**src/rtl/alu_arbiter_if.sv**
```systemverilog
// Requester and ALU-side signal bundle for alu_arbiter.
// The slave modport is the arbiter; the master modport is the requesters plus the ALU.
interface alu_arbiter_if;
    logic       req_0, req_1;
    logic [7:0] op_0, op_1;
    logic [7:0] a_0, a_1;
    logic [7:0] b_0, b_1;
    logic       ack_0, ack_1;
    logic       done_0, done_1;
    logic [7:0] res_0, res_1;
    logic       err_0, err_1;
    logic       busy;
    logic [7:0] alu_op, alu_num_1, alu_num_2;
    logic       alu_start;
    logic       alu_clr;
    logic [7:0] alu_result;
    logic       alu_ready;

    modport slave (
        input  req_0, req_1, op_0, op_1, a_0, a_1, b_0, b_1,
        output ack_0, ack_1, done_0, done_1, res_0, res_1, err_0, err_1, busy,
        output alu_op, alu_num_1, alu_num_2, alu_start, alu_clr,
        input  alu_result, alu_ready
    );

    modport master (
        output req_0, req_1, op_0, op_1, a_0, a_1, b_0, b_1,
        input  ack_0, ack_1, done_0, done_1, res_0, res_1, err_0, err_1, busy,
        input  alu_op, alu_num_1, alu_num_2, alu_start, alu_clr,
        output alu_result, alu_ready
    );
endinterface

```
**src/rtl/alu_arbiter.sv**
```systemverilog
// Round-robin arbiter sharing one 8-bit ALU between two requesters,
// with a bounded wait for the ALU ready flag and a timeout error path.
module alu_arbiter #(
    parameter int TIMEOUT = 4
) (
    input  logic        clk,
    input  logic        reset,
    alu_arbiter_if.slave bus
);
    typedef enum logic [1:0] {IDLE, ISSUE, WAIT, RESP} state_t;

    localparam logic [7:0] LAST_WAIT = 8'(TIMEOUT - 1);

    state_t     state_reg, state_next;
    logic       ptr_reg, ptr_next;      // last granted requester
    logic       grant_reg, grant_next;
    logic [7:0] cnt_reg, cnt_next;
    logic [1:0] ack_reg, ack_next;
    logic [1:0] done_reg, done_next;
    logic [1:0] err_reg, err_next;
    logic [7:0] res_0_reg, res_0_next;
    logic [7:0] res_1_reg, res_1_next;
    logic [7:0] op_reg, op_next;
    logic [7:0] num_1_reg, num_1_next;
    logic [7:0] num_2_reg, num_2_next;
    logic       start_reg, start_next;
    logic       clr_reg, clr_next;
    logic       busy_reg, busy_next;
    logic       win;

    always_comb begin
        state_next = state_reg;
        ptr_next   = ptr_reg;
        grant_next = grant_reg;
        cnt_next   = cnt_reg;
        ack_next   = 2'b00;
        done_next  = 2'b00;
        err_next   = 2'b00;
        res_0_next = res_0_reg;
        res_1_next = res_1_reg;
        op_next    = op_reg;
        num_1_next = num_1_reg;
        num_2_next = num_2_reg;
        start_next = 1'b0;
        clr_next   = 1'b0;
        // On a tie the requester that was not served last wins.
        win        = (bus.req_0 && bus.req_1) ? ~ptr_reg : bus.req_1;

        case (state_reg)
            IDLE: begin
                if (bus.req_0 || bus.req_1) begin
                    grant_next = win;
                    ack_next   = win ? 2'b10 : 2'b01;
                    op_next    = win ? bus.op_1 : bus.op_0;
                    num_1_next = win ? bus.a_1  : bus.a_0;
                    num_2_next = win ? bus.b_1  : bus.b_0;
                    start_next = 1'b1;
                    state_next = ISSUE;
                end
            end
            ISSUE: begin
                cnt_next   = 8'd0;
                state_next = WAIT;
            end
            WAIT: begin
                // Ready is checked before the timeout so the last WAIT cycle still succeeds.
                if (bus.alu_ready) begin
                    done_next = grant_reg ? 2'b10 : 2'b01;
                    if (grant_reg) res_1_next = bus.alu_result;
                    else           res_0_next = bus.alu_result;
                    state_next = RESP;
                end else if (cnt_reg == LAST_WAIT) begin
                    done_next = grant_reg ? 2'b10 : 2'b01;
                    err_next  = grant_reg ? 2'b10 : 2'b01;
                    if (grant_reg) res_1_next = 8'h00;
                    else           res_0_next = 8'h00;
                    clr_next   = 1'b1;
                    state_next = RESP;
                end else begin
                    cnt_next = cnt_reg + 8'd1;
                end
            end
            RESP: begin
                ptr_next   = grant_reg;
                state_next = IDLE;
            end
            default: state_next = IDLE;
        endcase

        busy_next = (state_next != IDLE);
    end

    always_ff @(posedge clk) begin
        if (reset) begin
            state_reg <= IDLE;
            ptr_reg   <= 1'b1;
            grant_reg <= 1'b0;
            cnt_reg   <= 8'd0;
            ack_reg   <= 2'b00;
            done_reg  <= 2'b00;
            err_reg   <= 2'b00;
            res_0_reg <= 8'h00;
            res_1_reg <= 8'h00;
            op_reg    <= 8'h00;
            num_1_reg <= 8'h00;
            num_2_reg <= 8'h00;
            start_reg <= 1'b0;
            clr_reg   <= 1'b1;
            busy_reg  <= 1'b0;
        end else begin
            state_reg <= state_next;
            ptr_reg   <= ptr_next;
            grant_reg <= grant_next;
            cnt_reg   <= cnt_next;
            ack_reg   <= ack_next;
            done_reg  <= done_next;
            err_reg   <= err_next;
            res_0_reg <= res_0_next;
            res_1_reg <= res_1_next;
            op_reg    <= op_next;
            num_1_reg <= num_1_next;
            num_2_reg <= num_2_next;
            start_reg <= start_next;
            clr_reg   <= clr_next;
            busy_reg  <= busy_next;
        end
    end

    assign bus.ack_0     = ack_reg[0];
    assign bus.ack_1     = ack_reg[1];
    assign bus.done_0    = done_reg[0];
    assign bus.done_1    = done_reg[1];
    assign bus.err_0     = err_reg[0];
    assign bus.err_1     = err_reg[1];
    assign bus.res_0     = res_0_reg;
    assign bus.res_1     = res_1_reg;
    assign bus.busy      = busy_reg;
    assign bus.alu_op    = op_reg;
    assign bus.alu_num_1 = num_1_reg;
    assign bus.alu_num_2 = num_2_reg;
    assign bus.alu_start = start_reg;
    assign bus.alu_clr   = clr_reg;
endmodule

```
**src/flat_wrapper.sv**
```systemverilog
// flat-port wrapper written by rule: the top's interface ports become plain ports
module alu_arbiter_flat 
#(
    parameter int TIMEOUT = 4
)
  (clk, reset, bus_req_0, bus_req_1, bus_op_0, bus_op_1, bus_a_0, bus_a_1, bus_b_0, bus_b_1, bus_ack_0, bus_ack_1, bus_done_0, bus_done_1, bus_res_0, bus_res_1, bus_err_0, bus_err_1, bus_busy, bus_alu_op, bus_alu_num_1, bus_alu_num_2, bus_alu_start, bus_alu_clr, bus_alu_result, bus_alu_ready);
  alu_arbiter_if bus_i ();
  input  logic clk;
  input  logic reset;
  input wire logic [$bits(bus_i.req_0)-1:0] bus_req_0;
  input wire logic [$bits(bus_i.req_1)-1:0] bus_req_1;
  input wire logic [$bits(bus_i.op_0)-1:0] bus_op_0;
  input wire logic [$bits(bus_i.op_1)-1:0] bus_op_1;
  input wire logic [$bits(bus_i.a_0)-1:0] bus_a_0;
  input wire logic [$bits(bus_i.a_1)-1:0] bus_a_1;
  input wire logic [$bits(bus_i.b_0)-1:0] bus_b_0;
  input wire logic [$bits(bus_i.b_1)-1:0] bus_b_1;
  output wire logic [$bits(bus_i.ack_0)-1:0] bus_ack_0;
  output wire logic [$bits(bus_i.ack_1)-1:0] bus_ack_1;
  output wire logic [$bits(bus_i.done_0)-1:0] bus_done_0;
  output wire logic [$bits(bus_i.done_1)-1:0] bus_done_1;
  output wire logic [$bits(bus_i.res_0)-1:0] bus_res_0;
  output wire logic [$bits(bus_i.res_1)-1:0] bus_res_1;
  output wire logic [$bits(bus_i.err_0)-1:0] bus_err_0;
  output wire logic [$bits(bus_i.err_1)-1:0] bus_err_1;
  output wire logic [$bits(bus_i.busy)-1:0] bus_busy;
  output wire logic [$bits(bus_i.alu_op)-1:0] bus_alu_op;
  output wire logic [$bits(bus_i.alu_num_1)-1:0] bus_alu_num_1;
  output wire logic [$bits(bus_i.alu_num_2)-1:0] bus_alu_num_2;
  output wire logic [$bits(bus_i.alu_start)-1:0] bus_alu_start;
  output wire logic [$bits(bus_i.alu_clr)-1:0] bus_alu_clr;
  input wire logic [$bits(bus_i.alu_result)-1:0] bus_alu_result;
  input wire logic [$bits(bus_i.alu_ready)-1:0] bus_alu_ready;
  assign bus_i.req_0 = bus_req_0;
  assign bus_i.req_1 = bus_req_1;
  assign bus_i.op_0 = bus_op_0;
  assign bus_i.op_1 = bus_op_1;
  assign bus_i.a_0 = bus_a_0;
  assign bus_i.a_1 = bus_a_1;
  assign bus_i.b_0 = bus_b_0;
  assign bus_i.b_1 = bus_b_1;
  assign bus_ack_0 = bus_i.ack_0;
  assign bus_ack_1 = bus_i.ack_1;
  assign bus_done_0 = bus_i.done_0;
  assign bus_done_1 = bus_i.done_1;
  assign bus_res_0 = bus_i.res_0;
  assign bus_res_1 = bus_i.res_1;
  assign bus_err_0 = bus_i.err_0;
  assign bus_err_1 = bus_i.err_1;
  assign bus_busy = bus_i.busy;
  assign bus_alu_op = bus_i.alu_op;
  assign bus_alu_num_1 = bus_i.alu_num_1;
  assign bus_alu_num_2 = bus_i.alu_num_2;
  assign bus_alu_start = bus_i.alu_start;
  assign bus_alu_clr = bus_i.alu_clr;
  assign bus_i.alu_result = bus_alu_result;
  assign bus_i.alu_ready = bus_alu_ready;
  alu_arbiter #(.TIMEOUT(TIMEOUT)) u_core (.clk(clk), .reset(reset), .bus(bus_i));
endmodule
```
**config.mk**
```make
export PLATFORM = sky130hd
export DESIGN_NAME = alu_arbiter_flat
export DESIGN_NICKNAME = d
export VERILOG_FILES = /design/src/rtl/alu_arbiter_if.sv /design/src/rtl/alu_arbiter.sv /design/src/flat_wrapper.sv
export SDC_FILE = /design/constraint.sdc
export NUM_CORES = 1
export LEC_CHECK = 0
export BUFFER_PORTS_ARGS = -buffer_cell sky130_fd_sc_hd__buf_4
export CORE_ASPECT_RATIO = 1.25
export CORE_UTILIZATION = 51
export DETAILED_ROUTE_END_ITERATION = 8
export HOLD_SLACK_MARGIN = 0.06
export PLACE_DENSITY = 0.85
export SYNTH_ARGS = -nofsm -noshare
export SYNTH_HDL_FRONTEND = slang
export SYNTH_SLANG_ARGS = --single-unit
```
**constraint.sdc**
```tcl
create_clock -name clk -period 2.45 [get_ports clk]
set_input_delay 0.245 -clock clk [delete_from_list [all_inputs] [get_ports clk]]
set_output_delay 0.245 -clock clk [all_outputs]
set_load 0.1 [all_outputs]
```
==> qor.csv, run 1 <==
stage,metric,value,unit
clocking,hold_buffers,0,
drt,ant_nets,0,
pwr,peakVddDrop,0.937,mV
timing,setup_violations,0,
clocking,cts.sinks,61,
finish,post-route-util,0.757,
global_routing,track_usage,0.228,
drt,wl,5820,um
floorplan,core,0.00476,mm^2
critical_path,critical_path.startpoint_type,register,
min_path,whs_path_depth,2,
timing,slew_violations,0,
critical_path,r2r_setup_slack,530,ps
clocking,cts_tree,yes,
clocking,max-clock-path-buffers,2,
critical_path,arrival,2170,ps
global_routing,grt_max_degree,46,
clocking,h-tree-depth,3,
pwr,swShare,0.496,
finish,final_cell_mix,"buf_4 (110), dfxtp_1 (61), nor2_1 (34)",
placement,gp_congestion,0.803,
clocking,post_cts_buffers,0,
synth,synth_fp_nets,307,
clocking,clock_latency,330,ps
pwr,clkPwrFrac,0.198,
clocking,path_clk_slew,60,ps
placement,io_buffers,109,
floorplan,initial_utilization,0.536,
floorplan,die_h,81.1,um
synth,synthCells,240,
synth,yosysWarnings,0,
global_routing,grt_pass1_wl,9040,um
pwr,sequentialPowerShare,0.281,
global_routing,first_global_vias,2068,
timing,finalCritPeriodShare,0.783,
pwr,p_int,2.37,mW
synth,synth.ff_latch_count,61,
critical_path,timing.rr.start,u_core.state_reg[0]$_SDFF_PP0_,
finish,mostFrequentLayoutCell,buf_4,
finish,nets,413,
pwr,p_leak,1.55,nW
clocking,cts-buffers-inserted,9,
timing,fin_crit,1920,ps
run,drv_cap,0,
synth,synth_area,0.00255,mm^2
finish,diodes,0,
timing,fmax,521,MHz
pwr,power.density,1300,mW/mm^2
timing,max-slew-margin-rel,0.598,
floorplan,rows,28,
synth,syn_avg_cell_area,10.6,um^2
pwr,combPwrFrac,0.521,
synth,ys_seq_area_frac,0.478,
drt,vias_per_cell,5.51,
floorplan,die-width,65.3,um
floorplan,dieArea,0.00530,mm^2
critical_path,cp.required,2700,ps
clocking,ctsResizeCount,0,
global_routing,antenna_found_initial,0,
min_path,min_path_type,input pin to register,
critical_path,r2r_end,u_core.err_reg[0]$_SDFF_PP0_,
critical_path,critPathMaxFanout,10,
pwr,p_switching,2.33,mW
timing,final.setup_skew,5.97,ps
timing,rsz0062_at_grt,false,
critical_path,worstSetupPathType,register to register,
global_routing,overflow,0,
timing,setup_tns,0,ps
finish,drive_gt1_frac,0.399,
run_status,status,finished clean,
drt,drc_errors,0,
timing,finalHoldViolations,0,
drt,num_vias,2263,
timing,worst_pin_slew,601,ps
critical_path,worst_r2r_path_depth,5,
drt,drt_iter0_markers,88,
floorplan,pin_count,110,
clocking,cts_root_buffer,clkbuf_8,
drt,wl_per_cell,14.2,um
synth,synth.distinct_cells,44,
min_path,whs_endpoint,u_core.bus.res_1[3]$_SDFFE_PP0P_,
critical_path,crit_path_end_kind,register,
drt,dr.pass1.iters,4,
finish,synthToLayoutAreaGrowth,41.2,%
placement,dp_hpwl,4290,um
min_path,min-delay-start,bus_alu_result[3],
[cells in the mapped netlist]
cell	n	area (um^2)
nand3_1	3	15.0
nand4b_1	1	8.76
a211o_4	1	17.5
buf_1	2	7.51
nand2_1	3	11.3
nand3b_1	1	7.51
a211o_1	1	8.76
o21bai_1	2	15.0
inv_2	1	3.75
o211ai_1	1	7.51
a211oi_1	25	188
nor3_2	2	20.0
a21oi_1	3	15.0
o31ai_1	1	7.51
and3b_1	1	8.76
a32o_1	16	160
buf_2	2	10.0
mux2_4	1	15.0
o21ai_0	3	15.0
nor3b_1	1	7.51
inv_1	4	15.0
a31oi_1	3	18.8
o21a_1	1	7.51
nor4_1	1	6.26
nand2b_4	1	13.8
a31o_2	3	26.3
nor3_1	2	10.0
nor2_2	1	6.26
clkbuf_1	8	30.0
and2_1	2	12.5
o31a_1	1	8.76
buf_4	2	15.0
nor2b_1	2	12.5
nor4b_4	1	23.8
mux2i_1	24	240
buf_6	2	22.5
nor2_1	34	128
a311oi_1	4	35.0
ha_1	6	75.1
dfxtp_1	61	1220
a31oi_4	2	42.5
nand2b_1	2	12.5
a21o_4	1	15.0
a21boi_1	1	7.51
[power groups by stage]
stage          sequential [mW]  clock, mW  combinational [mW]
2_1_floorplan             2.62          0               0.658
3_3_place_gp              1.33          0                2.43
3_5_place_dp              1.34          0                2.45
4_1_cts                   1.32      0.945                2.46
5_1_grt                   1.35      0.990                2.58
6_report                  1.32      0.930                2.45
[worst max-delay path by stage]
stage,depth (start not counted),end,slack [ps],startpoint
finish,5,u_core.err_reg[0]$_SDFF_PP0_,530,u_core.state_reg[0]$_SDFF_PP0_
global route,5,u_core.bus.res_1[5]$_SDFFE_PP0P_,370,u_core.state_reg[0]$_SDFF_PP0_
detailed placement,5,u_core.bus.res_1[2]$_SDFFE_PP0P_,550,u_core.state_reg[0]$_SDFF_PP0_
CTS,5,u_core.bus.res_1[2]$_SDFFE_PP0P_,540,u_core.state_reg[0]$_SDFF_PP0_
global placement,5,u_core.bus.res_1[5]$_SDFFE_PP0P_,630,u_core.state_reg[0]$_SDFF_PP0_
floorplan,7,u_core.cnt_reg[7]$_SDFFE_PP0P_,880,u_core.state_reg[0]$_SDFF_PP0_
[layer usage]
metal / track usage / routed length (um)
met5: 0 / 0
met4: 0.0957 / 78
met3: 0.0899 / 476
met2: 0.401 / 2940
met1: 0.240 / 2330
[cell families after synthesis]
kind of cell / count (synthesis) / share of synthesized area
AO/OA/AOI/OAI: 69 / 0.233
AND/OR/NAND/NOR: 58 / 0.119
buffers and inverters: 21 / 0.0406
flip-flops: 61 / 0.478
adder cells (fa/ha/maj): 6 / 0.0294
multiplexers: 25 / 0.0999
[area by class of cell]
class	count	area, um^2
multi-input combinational	158	1240
sequential	61	1220
fill	341	1160
timing repair buffer	111	846
clock buffer	11	131
clock inverter	5	75.1
tap	60	75.1
inverter	5	18.8
[through the flow]
stage                     hold slack, ps  worst slack (ps)  area [um^2]  power, mW  instances
after floorplan                      408               881         2550       3.27        240
after global placement               449               632         3400       3.76        395
after detailed placement             457               554         3400       3.79        395
after CTS                            156               536         3610       4.73        411
after global routing                 157               371         3610       4.92        411
final                                169               531         3610       4.70        411
[critical path: stages, from the launching register on]
cell	delay, ps
dfxtp_1	350
inv_1	120
ha_1	440
inv_2	150
nor3_2	530
nor3b_1	250
Power figures use the tool's default switching activity.
==> run 2, diff against run 1 <==
Settings changed: CORE_UTILIZATION 51 to 42, PLACE_DENSITY 0.85 to 0.75.
Clock period 2.45 ns to 1.71 ns, I/O delays scaled along.
==> run 2 against run 1 <==
- setup slack got worse by 410 ps
- non-clock buffer count grew 5
- sequential share of layout area fell by 1.3 points
- flip-flop and latch count unchanged
- first-iteration DRC count is 6.8% higher
- utilization shrank 11 points
- fmax increased by 21%
- critical path type unchanged
- largest power group unchanged
==> qor.csv, run 2 (synthesis results as in run 1) <==
stage,metric,value,unit,change
clocking,path_clk_slew,70,ps,about the same
timing,max-slew-margin-rel,0.755,,+0.158
timing,slew_violations,0,,unchanged
floorplan,die_h,89.2,um,+9.9%
clocking,cts-buffers-inserted,9,,unchanged
timing,worst_pin_slew,365,ps,-236 ps
global_routing,grt_max_degree,49,,+6.5%
pwr,peakVddDrop,1.68,mV,+79%
placement,io_buffers,109,,unchanged
drt,dr.pass1.iters,5,,+1
clocking,cts_tree,yes,,
run_status,status,finished clean,,
clocking,max-clock-path-buffers,2,,unchanged
timing,setup_violations,0,,unchanged
critical_path,critical_path.startpoint_type,register,,
timing,fmax,629,MHz,+21%
floorplan,rows,31,,+11%
finish,synthToLayoutAreaGrowth,47.2,%,
min_path,min_path_type,input pin to register,,
finish,mostFrequentLayoutCell,buf_4,,
clocking,cts.sinks,61,,unchanged
timing,final.setup_skew,5.68,ps,-0.288 ps
clocking,clock_latency,330,ps,about the same
critical_path,cp.required,1950,ps,-750 ps
run,drv_cap,0,,unchanged
drt,drc_errors,0,,unchanged
finish,final_cell_mix,"buf_4 (114), dfxtp_1 (58), nor2_1 (32)",,
timing,finalHoldViolations,0,,unchanged
finish,diodes,0,,unchanged
floorplan,die-width,71.8,um,+9.9%
floorplan,dieArea,0.00640,mm^2,+21%
drt,vias_per_cell,5.26,,-4.5%
drt,wl,5830,um,+0.17%
critical_path,crit_path_end_kind,register,,
clocking,cts_root_buffer,clkbuf_8,,
finish,nets,418,,+1.2%
global_routing,overflow,0,,unchanged
timing,setup_tns,0,ps,unchanged
drt,drt_iter0_markers,94,,+6.8%
pwr,p_leak,1.60,nW,+3.5%
drt,ant_nets,0,,unchanged
global_routing,first_global_vias,2002,,-3.2%
timing,fin_crit,1590,ps,-329 ps
critical_path,critPathMaxFanout,7,,-3
drt,wl_per_cell,13.8,um,-2.4%
critical_path,arrival,1830,ps,-340 ps
timing,finalCritPeriodShare,0.929,,+0.146
placement,dp_hpwl,4240,um,-1.3%
placement,dp_worst_setup_slack,15.2,ps,-539 ps
floorplan,pin_count,110,,unchanged
pwr,power,7.14,mW,+52%
global_routing,antenna_found_initial,0,,unchanged
critical_path,worstSetupPathType,register to register,,
clocking,h-tree-depth,3,,unchanged
floorplan,initial_utilization,0.439,,-0.0971
global_routing,grt_pass1_wl,8930,um,-1.2%
timing,setup_slack,121,ps,-411 ps
placement,gp_congestion,0.771,,-3.9%
floorplan,core,0.00582,mm^2,+22%
drt,num_vias,2220,,-1.9%
pwr,power.density,1900,mW/mm^2,+46%
global_routing,track_usage,0.183,,-0.0446
finish,drive_gt1_frac,0.435,,+0.0365
[run 2: changes by cell type in the layout (fill, tap and decap cells not counted), moves of 2 or more]
cell       before  now
buf_4         110  114
dfxtp_1        61   58
dfxtp_2         0    3
bufinv_16       2    4
clkbuf_1        2    0
clkinv_2        3    1
ha_1            6    4
nor2_1         34   32
nor2_2          1    3
[run 2: routing by layer]
layer,global-route usage,share of wire,vias to the layer above
met2,0.301,0.47,102
li1,-,-,1127
met1,0.202,0.42,985
met5,0,0,-
met4,0.0660,0.0075,0
met3,0.0992,0.11,6
[run 2: area by class of cell]
cell class / instances / area, um^2
Clock buffer: 10 / 138
Clock inverter: 6 / 134
Fill cell: 493 / 2060
Inverter: 5 / 18.8
Multi-Input combinational cell: 158 / 1270
Sequential cell: 61 / 1220
Tap cell: 66 / 82.6
Timing Repair Buffer: 116 / 896
[run 2: worst paths after layout]
kind                            slack, ps                                to  depth (start not counted)                              from
worst min register to register        470  u_core.bus.res_0[6]$_SDFFE_PP0P_                          1  u_core.bus.res_0[6]$_SDFFE_PP0P_
worst min-delay path                  100  u_core.bus.res_0[3]$_SDFFE_PP0P_                          2                 bus_alu_result[3]
worst max-delay path                  120    u_core.cnt_reg[7]$_SDFFE_PP0P_                          6    u_core.state_reg[0]$_SDFF_PP0_
worst max register to register        120    u_core.cnt_reg[7]$_SDFFE_PP0P_                          6    u_core.state_reg[0]$_SDFF_PP0_
[run 2: report_power, final]
group	internal [mW]	leakage (nW)	switching, mW
Clock	1.16	0.136	0.547
Sequential	1.73	0.501	0.174
Combinational	0.893	0.964	2.65
Total	3.77	1.60	3.37
[run 2: through the flow]
step / area (um^2) / cells / util / hold WS (ps)
final: 3760 / 422 / 0.646 / 95.2
after global routing: 3760 / 422 / 0.646 / 78.4
after CTS: 3720 / 420 / 0.639 / 79.1
after detailed placement: 3440 / 404 / 0.592 / 432
after global placement: 3440 / 404 / 0.592 / 429
after floorplan: 2550 / 240 / - / 334
[run 2: repair_timing]
| item | in CTS | in global routing |
|---|---|---|
| pin swaps | 1 | 2 |
| gates resized for setup | 1 | 8 |
| setup buffers | 0 | 2 |
| endpoints found under the setup margin | 2 | 19 |
| hold buffers | 0 | 0 |
[run 2: worst max-delay path, cell delays in order (launching register included)]
cell and delay, ps:
dfxtp_2 340, inv_1 100, ha_2 260, nand4b_1 200, nor2_2 200, a31oi_1 120, a311oi_2 270
